File: config.mk
export PLATFORM = sky130hd
export DESIGN_NAME = v850_fetch_sequencer_flat
export DESIGN_NICKNAME = d
export VERILOG_FILES = /design/src/rtl/v850_pkg.sv /design/src/rtl/v850_fetch_sequencer_if.sv /design/src/rtl/v850_hw_fifo.sv /design/src/rtl/v850_fetch_sequencer.sv /design/src/flat_wrapper.sv
export SDC_FILE = /design/constraint.sdc
export NUM_CORES = 1
export LEC_CHECK = 0
export ABC_AREA = 1
export BUFFER_PORTS_ARGS = -buffer_cell sky130_fd_sc_hd__buf_2
export CORE_ASPECT_RATIO = 1.5
export CORE_MARGIN = 3
export CORE_UTILIZATION = 25
export DETAILED_ROUTE_END_ITERATION = 12
export GPL_ROUTABILITY_DRIVEN = 0
export HOLD_SLACK_MARGIN = 0.1
export MAX_ROUTING_LAYER = met4
export PLACE_DENSITY = 0.46
export SLEW_MARGIN = 10
export SYNTH_ARGS = -nofsm -noshare
export SYNTH_HDL_FRONTEND = slang
export SYNTH_SLANG_ARGS = --single-unit
File: constraint.sdc
create_clock -name clk -period 7.7 [get_ports clk]
set_input_delay 1.54 -clock clk [delete_from_list [all_inputs] [get_ports clk]]
set_output_delay 1.54 -clock clk [all_outputs]
set_load 0.01 [all_outputs]
File: src/rtl/v850_pkg.sv
// Shared types and helpers for the V850 fetch stage: address type, instruction
// length encoding and the request state machine encoding.
package v850_pkg;

  typedef logic [31:0] v850_addr_t;

  localparam logic INST_LEN_16 = 1'b0;
  localparam logic INST_LEN_32 = 1'b1;

  typedef enum logic [1:0] {
    ST_IDLE     = 2'd0,
    ST_REQ      = 2'd1,
    ST_REQ_DROP = 2'd2
  } req_state_e;

  // A first halfword with bits [10:9] set starts a 32-bit (or unsupported 48-bit) form.
  function automatic logic v850_is_32bit(logic [15:0] hw);
    return hw[10:9] == 2'b11;
  endfunction

endpackage

File: src/rtl/v850_fetch_sequencer_if.sv
// Bundles the instruction-memory, redirect and decoder handshakes of the fetch stage.
interface v850_fetch_sequencer_if;
  import v850_pkg::*;

  logic        imem_req;
  v850_addr_t  imem_addr;
  logic        imem_ack;
  logic [31:0] imem_rdata;

  logic        redirect_valid;
  v850_addr_t  redirect_pc;

  logic        inst_valid;
  logic [31:0] inst;
  v850_addr_t  inst_pc;
  logic        inst_len;
  logic        inst_ready;

  modport master (
    output imem_req, imem_addr,
    input  imem_ack, imem_rdata,
    input  redirect_valid, redirect_pc,
    output inst_valid, inst, inst_pc, inst_len,
    input  inst_ready
  );

  modport slave (
    input  imem_req, imem_addr,
    output imem_ack, imem_rdata,
    output redirect_valid, redirect_pc,
    input  inst_valid, inst, inst_pc, inst_len,
    output inst_ready
  );

endinterface

File: src/rtl/v850_hw_fifo.sv
// Four-entry halfword FIFO with 0/1/2 push and pop per cycle, flush, and
// head / head+1 read ports for instruction assembly.
module v850_hw_fifo (
  input  logic             clk,
  input  logic             rst,
  input  logic             flush,
  input  logic [1:0]       push_n,
  input  logic [1:0][15:0] push_data,
  input  logic [1:0]       pop_n,
  output logic [15:0]      head,
  output logic [15:0]      head1,
  output logic [2:0]       count
);

  logic [3:0][15:0] mem_q, mem_d;
  logic [1:0]       rd_q, rd_d, wr;
  logic [2:0]       cnt_q, cnt_d;

  // Write slot is the first free one before this cycle's pop; popped slots are
  // still read combinationally this cycle, so overwriting them is safe.
  assign wr = rd_q + cnt_q[1:0];

  always_comb begin
    mem_d = mem_q;
    rd_d  = rd_q;
    cnt_d = cnt_q;
    if (flush) begin
      rd_d  = '0;
      cnt_d = '0;
    end else begin
      if (push_n != 2'd0) mem_d[wr]        = push_data[0];
      if (push_n == 2'd2) mem_d[wr + 2'd1] = push_data[1];
      rd_d  = rd_q + pop_n;
      cnt_d = cnt_q - {1'b0, pop_n} + {1'b0, push_n};
    end
  end

  always_ff @(posedge clk or posedge rst) begin
    if (rst) begin
      mem_q <= '0;
      rd_q  <= '0;
      cnt_q <= '0;
    end else begin
      mem_q <= mem_d;
      rd_q  <= rd_d;
      cnt_q <= cnt_d;
    end
  end

  assign head  = mem_q[rd_q];
  assign head1 = mem_q[rd_q + 2'd1];
  assign count = cnt_q;

endmodule

File: src/rtl/v850_fetch_sequencer.sv
// V850 fetch stage: word fetch over req/ack, halfword buffering, 16/32-bit
// instruction assembly, fetch PC ownership and redirect handling.
module v850_fetch_sequencer
  import v850_pkg::*;
#(
  parameter v850_addr_t RESET_PC = 32'h0000_0000
) (
  input  logic                    clk,
  input  logic                    rst,
  v850_fetch_sequencer_if.master  bus
);

  req_state_e state_q, state_d;
  v850_addr_t addr_q, addr_d, pc_q, pc_d, pend_q, pend_d;
  logic       drop_q, drop_d;

  logic [2:0]       cnt, proj;
  logic [15:0]      head, head1;
  logic [1:0]       push_n, pop_n;
  logic [1:0][15:0] push_data;
  logic             head32, inst_vld, ack, xfer, redir, holding;

  assign head32   = v850_is_32bit(head);
  assign inst_vld = head32 ? (cnt >= 3'd2) : (cnt != 3'd0);
  assign ack      = (state_q != ST_IDLE) && bus.imem_ack;
  assign xfer     = inst_vld && bus.inst_ready;
  assign redir    = bus.redirect_valid;
  assign holding  = (state_q != ST_IDLE) && !ack;

  // Redirect voids any consume and push this cycle; REQ_DROP acks are discarded.
  always_comb begin
    pop_n     = 2'd0;
    push_n    = 2'd0;
    push_data = {bus.imem_rdata[31:16], bus.imem_rdata[15:0]};
    if (drop_q) push_data[0] = bus.imem_rdata[31:16];
    if (!redir) begin
      if (xfer) pop_n = head32 ? 2'd2 : 2'd1;
      if (ack && state_q == ST_REQ) push_n = drop_q ? 2'd1 : 2'd2;
    end
    proj = cnt - {1'b0, pop_n} + {1'b0, push_n};
  end

  v850_hw_fifo u_fifo (
    .clk       (clk),
    .rst       (rst),
    .flush     (redir),
    .push_n    (push_n),
    .push_data (push_data),
    .pop_n     (pop_n),
    .head      (head),
    .head1     (head1),
    .count     (cnt)
  );

  always_ff @(posedge clk or posedge rst) begin
    if (rst) state_q <= ST_IDLE;
    else     state_q <= state_d;
  end

  always_comb begin
    state_d = state_q;
    unique case (state_q)
      ST_IDLE:     if (redir || proj <= 3'd2) state_d = ST_REQ;
      ST_REQ:      if (redir)                 state_d = ack ? ST_REQ : ST_REQ_DROP;
                   else if (ack && proj > 3'd2) state_d = ST_IDLE;
      ST_REQ_DROP: if (ack)                   state_d = ST_REQ;
      default:                                state_d = ST_IDLE;
    endcase
  end

  always_comb begin
    addr_d = addr_q;
    pc_d   = pc_q;
    pend_d = pend_q;
    drop_d = drop_q;
    if (redir) begin
      pc_d = bus.redirect_pc & ~32'h1;
      if (holding) begin
        pend_d = bus.redirect_pc;
      end else begin
        addr_d = bus.redirect_pc & ~32'h3;
        drop_d = bus.redirect_pc[1];
      end
    end else begin
      if (xfer) pc_d = pc_q + (head32 ? 32'd4 : 32'd2);
      if (ack) begin
        if (state_q == ST_REQ_DROP) begin
          addr_d = pend_q & ~32'h3;
          drop_d = pend_q[1];
        end else begin
          addr_d = addr_q + 32'd4;
          drop_d = 1'b0;
        end
      end
    end
  end

  // The drop flag comes out of reset set when RESET_PC points at an upper halfword.
  always_ff @(posedge clk or posedge rst) begin
    if (rst) begin
      addr_q <= RESET_PC & ~32'h3;
      pc_q   <= RESET_PC & ~32'h1;
      pend_q <= '0;
      drop_q <= RESET_PC[1];
    end else begin
      addr_q <= addr_d;
      pc_q   <= pc_d;
      pend_q <= pend_d;
      drop_q <= drop_d;
    end
  end

  assign bus.imem_req   = (state_q != ST_IDLE);
  assign bus.imem_addr  = addr_q;
  assign bus.inst_valid = inst_vld;
  assign bus.inst       = head32 ? {head1, head} : {16'h0000, head};
  assign bus.inst_pc    = pc_q;
  assign bus.inst_len   = head32 ? INST_LEN_32 : INST_LEN_16;

endmodule

File: src/flat_wrapper.sv
// flat-port wrapper written by rule: the top's interface ports become plain ports
module v850_fetch_sequencer_flat import v850_pkg::*;
#(
  parameter v850_addr_t RESET_PC = 32'h0000_0000
)
  (clk, rst, bus_imem_req, bus_imem_addr, bus_imem_ack, bus_imem_rdata, bus_redirect_valid, bus_redirect_pc, bus_inst_valid, bus_inst, bus_inst_pc, bus_inst_len, bus_inst_ready);
  v850_fetch_sequencer_if bus_i ();
  input  logic clk;
  input  logic rst;
  output wire logic [$bits(bus_i.imem_req)-1:0] bus_imem_req;
  output wire logic [$bits(bus_i.imem_addr)-1:0] bus_imem_addr;
  input wire logic [$bits(bus_i.imem_ack)-1:0] bus_imem_ack;
  input wire logic [$bits(bus_i.imem_rdata)-1:0] bus_imem_rdata;
  input wire logic [$bits(bus_i.redirect_valid)-1:0] bus_redirect_valid;
  input wire logic [$bits(bus_i.redirect_pc)-1:0] bus_redirect_pc;
  output wire logic [$bits(bus_i.inst_valid)-1:0] bus_inst_valid;
  output wire logic [$bits(bus_i.inst)-1:0] bus_inst;
  output wire logic [$bits(bus_i.inst_pc)-1:0] bus_inst_pc;
  output wire logic [$bits(bus_i.inst_len)-1:0] bus_inst_len;
  input wire logic [$bits(bus_i.inst_ready)-1:0] bus_inst_ready;
  assign bus_imem_req = bus_i.imem_req;
  assign bus_imem_addr = bus_i.imem_addr;
  assign bus_i.imem_ack = bus_imem_ack;
  assign bus_i.imem_rdata = bus_imem_rdata;
  assign bus_i.redirect_valid = bus_redirect_valid;
  assign bus_i.redirect_pc = bus_redirect_pc;
  assign bus_inst_valid = bus_i.inst_valid;
  assign bus_inst = bus_i.inst;
  assign bus_inst_pc = bus_i.inst_pc;
  assign bus_inst_len = bus_i.inst_len;
  assign bus_i.inst_ready = bus_inst_ready;
  v850_fetch_sequencer #(.RESET_PC(RESET_PC)) u_core (.clk(clk), .rst(rst), .bus(bus_i));
endmodule
==> results.cfg <==
[run_status]
status = complete, no violations

[floorplanning]
pin_count = 168
rows = 95
die_x_um = 182
initial_core_util_pct = 25.5
coreArea_um2 = 45300
die_height_um = 269
floorplan.die_area_um2 = 48900

[logic_synthesis]
synth_cell_types = 43
synth.area.mux_share_pct = 0
synthFlopType = dfrtp_1
synth_seq_cells = 164
synth_top_family_by_area = simple AND/OR/NAND/NOR gates
syn_avg_cell_area_um2 = 6.30
synth_largest_area_cell = dfrtp_1
synthXorXnorAreaFrac_pct = 1.51
synth-edff-count = 0
synthArstFlopShare_pct = 100
synth_simple_gate_area_share_pct = 39.2
yosysSeqAreaShare_pct = 35.5
yosysWarnings = 0
netlist_area_um2 = 11600
synth_compound_area_share_pct = 12.9
synth_top_area_share_pct = 35.5
synthAdderAreaFrac_pct = 1.17
synth_area_leaders = dfrtp_1, nand2_1, o21ai_0
syn_inst = 1835

[setup_path]
cpPeakStageDelay_ns = 0.82
crit_arrival_ns = 3.16
start_kind = register
worst-setup-path-type = register to output port
critPathCaptureType = output port
cp_num_buf_inv = 3
cp_slowest_cell = nor2_2
path_max_fanout = 26
cpLargestDelayFamily = buffers and inverters
cp.required_ns = 6.16
crit_chain = buf_4, nor2_2, inv_1, nand2_1, a31oi_1, buf_2

[sta]
setup_viol = 0
maxSlewViolCount = 0
setup_ws_ns = 3.00
final_hold_viol_count = 0
clock_skew_ns = 0.00835
worst_pin_slew_ns = 1.13
post-route-min-period_ns = 4.70
rsz0062_at_grt = no
max_slew_margin_pct = 24.5
tns_ns = 0
fin_crit_sh_pct = 61.0
max_freq_ghz = 0.213

[global_route]
grt_pass1_wl_um = 71400
grt_usage_pct = 19.4
antenna_found_initial = 7
grt_pass1_vias = 11800
grt_use_met3_pct = 3.14
top_usage_layer = met2
use_met2_pct = 33.9
grt_overflow_total = 0
met1_usage_pct = 21.8
grt_max_degree = 65

[detailed_routing]
firstDrtPassIters = 5
drtIter0Drc = 843
antenna_left = 0
vias_per_cell = 4.79
vias = 12200
wl_um = 47000
wl_per_cell_um = 18.5
drc = 0

[finish]
fin_util_pct = 29.5
drive_gt1_share_pct = 13.2
fin_nets = 2022
area_delta_synth_final_pct = 15.4

[cts]
cts_root_buffer = clkbuf_16
clk_pin_slew_ns = 0.07
cts_setup_buffers = 0
cts_sinks = 164
insertion_delay_ns = 0.46
cts_buffers = 17
cts_tree = done
cts_resized = 0
cts_hold_buf = 0
cts_buffer_depth = 2
htree_levels = 4

[run]
drv_cap = 0

[power_and_ir_drop]
p_leak_uw = 0.00689
vdd_drop_max_mv = 0.177
p_per_area_nw_per_um2 = 367

[place]
dpl.hpwl_um = 32600
dp_worst_setup_slack_ns = 3.23
numPortBuffers = 163

[hold_path]
hold_path.class = register to register
state kept, by name, indices dropped and copies added, names as in the netlist:
signal	cells
u_core.bus.imem_addr	30
u_core.bus.inst_pc	31
u_core.drop_q	1
u_core.pend_q	31
u_core.state_q	2
u_core.u_fifo.count	3
u_core.u_fifo.mem_q	64
u_core.u_fifo.rd_q	2
per-stage QoR:
| stage | power (µW) | hold slack, ns | cells | instance area, µm² |
|---|---|---|---|---|
| 6_report | 4900 | 0.467 | 2545 | 13300 |
| 5_1_grt | 5350 | 0.494 | 2545 | 13300 |
| 4_1_cts | 4970 | 0.472 | 2539 | 13300 |
| 3_5_place_dp | 4090 | 0.453 | 2507 | 12800 |
| 3_3_place_gp | 4040 | 0.448 | 2507 | 12800 |
| 2_1_floorplan | 3200 | 0.434 | 1837 | 11600 |
worst paths after layout:
path,startpoint,to,slack (ns),depth (start not counted)
max,u_core.u_fifo.rd_q[0],bus_inst[27],3.00,6
min,u_core.pend_q[21],u_core.pend_q[21],0.47,2
max reg2reg,u_core.u_fifo.rd_q[0],u_core.bus.inst_pc[31],3.75,18
min reg2reg,u_core.pend_q[21],u_core.pend_q[21],0.47,2
max in group asynchronous,rst,u_core.bus.imem_addr[24],5.29,3
min in group asynchronous,rst,u_core.u_fifo.mem_q[42],1.12,2
area by class of cell:
type	instances	area, µm²
antenna	6	15.0
clock buffer	19	453
clock inverter	13	100
fill	5107	31900
inverter	174	663
multi-input combinational	1409	6350
sequential	164	4100
tap	582	728
timing repair buffer	178	931
worst register-to-register path, stage by stage, from the launching register on:
cell and delay (ns):
dfrtp_1 0.39, inv_2 0.68, nand2_1 0.11, nand3_1 0.11, nand2_1 0.12, nand2_1 0.27
ha_1 0.26, inv_1 0.06, fa_1 0.40, nor2_1 0.48, nand2_1 0.23, nor2_1 0.34
nand2_1 0.09, nand2_1 0.06, nand2_1 0.04, nand2_1 0.05, nand2_1 0.05, nand2_1 0.05
nand2_1 0.06
cells in the mapped netlist, types with 3 or more instances:
cell type,n
nand3_2,11
o21ai_1,25
fa_1,3
nor3_1,3
buf_2,16
xor2_1,16
buf_6,7
clkbuf_1,50
a21oi_1,77
nand3b_1,13
inv_2,8
xnor2_1,4
nand2_2,4
nor2_4,3
inv_1,164
dfrtp_1,164
nor2_1,160
o211ai_1,5
nand4_1,3
buf_4,11
o21ai_0,141
or2_2,7
nand3_1,129
o22ai_1,5
a31oi_1,20
ha_1,6
buf_1,4
nand2_1,752
a22oi_1,4
where the power goes:
part	internal, µW	switching (µW)	leakage (µW)	total [µW]
Combinational	806	1540	0.00463	2340
Clock	434	410	0.000259	844
Sequential	1250	460	0.00200	1710
cell families (layout without fill, tap and decap cells):
| logic type | count (synthesis) | count (layout) |
|---|---|---|
| xor+xnor | 20 | 20 |
| buf+inv | 264 | 384 |
| compound gates | 283 | 283 |
| other cells | 1 | 9 |
| fa+ha+maj | 9 | 9 |
| simple gates | 1094 | 1094 |
| flops | 164 | 164 |
cell usage in the layout (no fill, tap or decap), types with 6 or more instances in the layout:
cell type / count
nand3_2: 11
diode_2: 6
o21ai_0: 141
nand3b_1: 13
buf_2: 162
clkbuf_16: 17
nand3_1: 129
o21ai_1: 25
a31oi_1: 20
inv_1: 163
xor2_1: 16
nor2_1: 157
or2_2: 7
inv_6: 6
ha_1: 6
buf_4: 16
inv_2: 8
dfrtp_1: 164
a21oi_1: 77
nand2_1: 751
routing by layer:
layer	wire (µm)	share of wire [%]	vias to the layer above
li1	-	-	6009
met1	18400	39	5740
met2	24400	52	383
met3	2520	5.4	69
met4	1650	3.5	0
met5	0	0	-
Note: power is estimated with default switching activity, not from simulation.
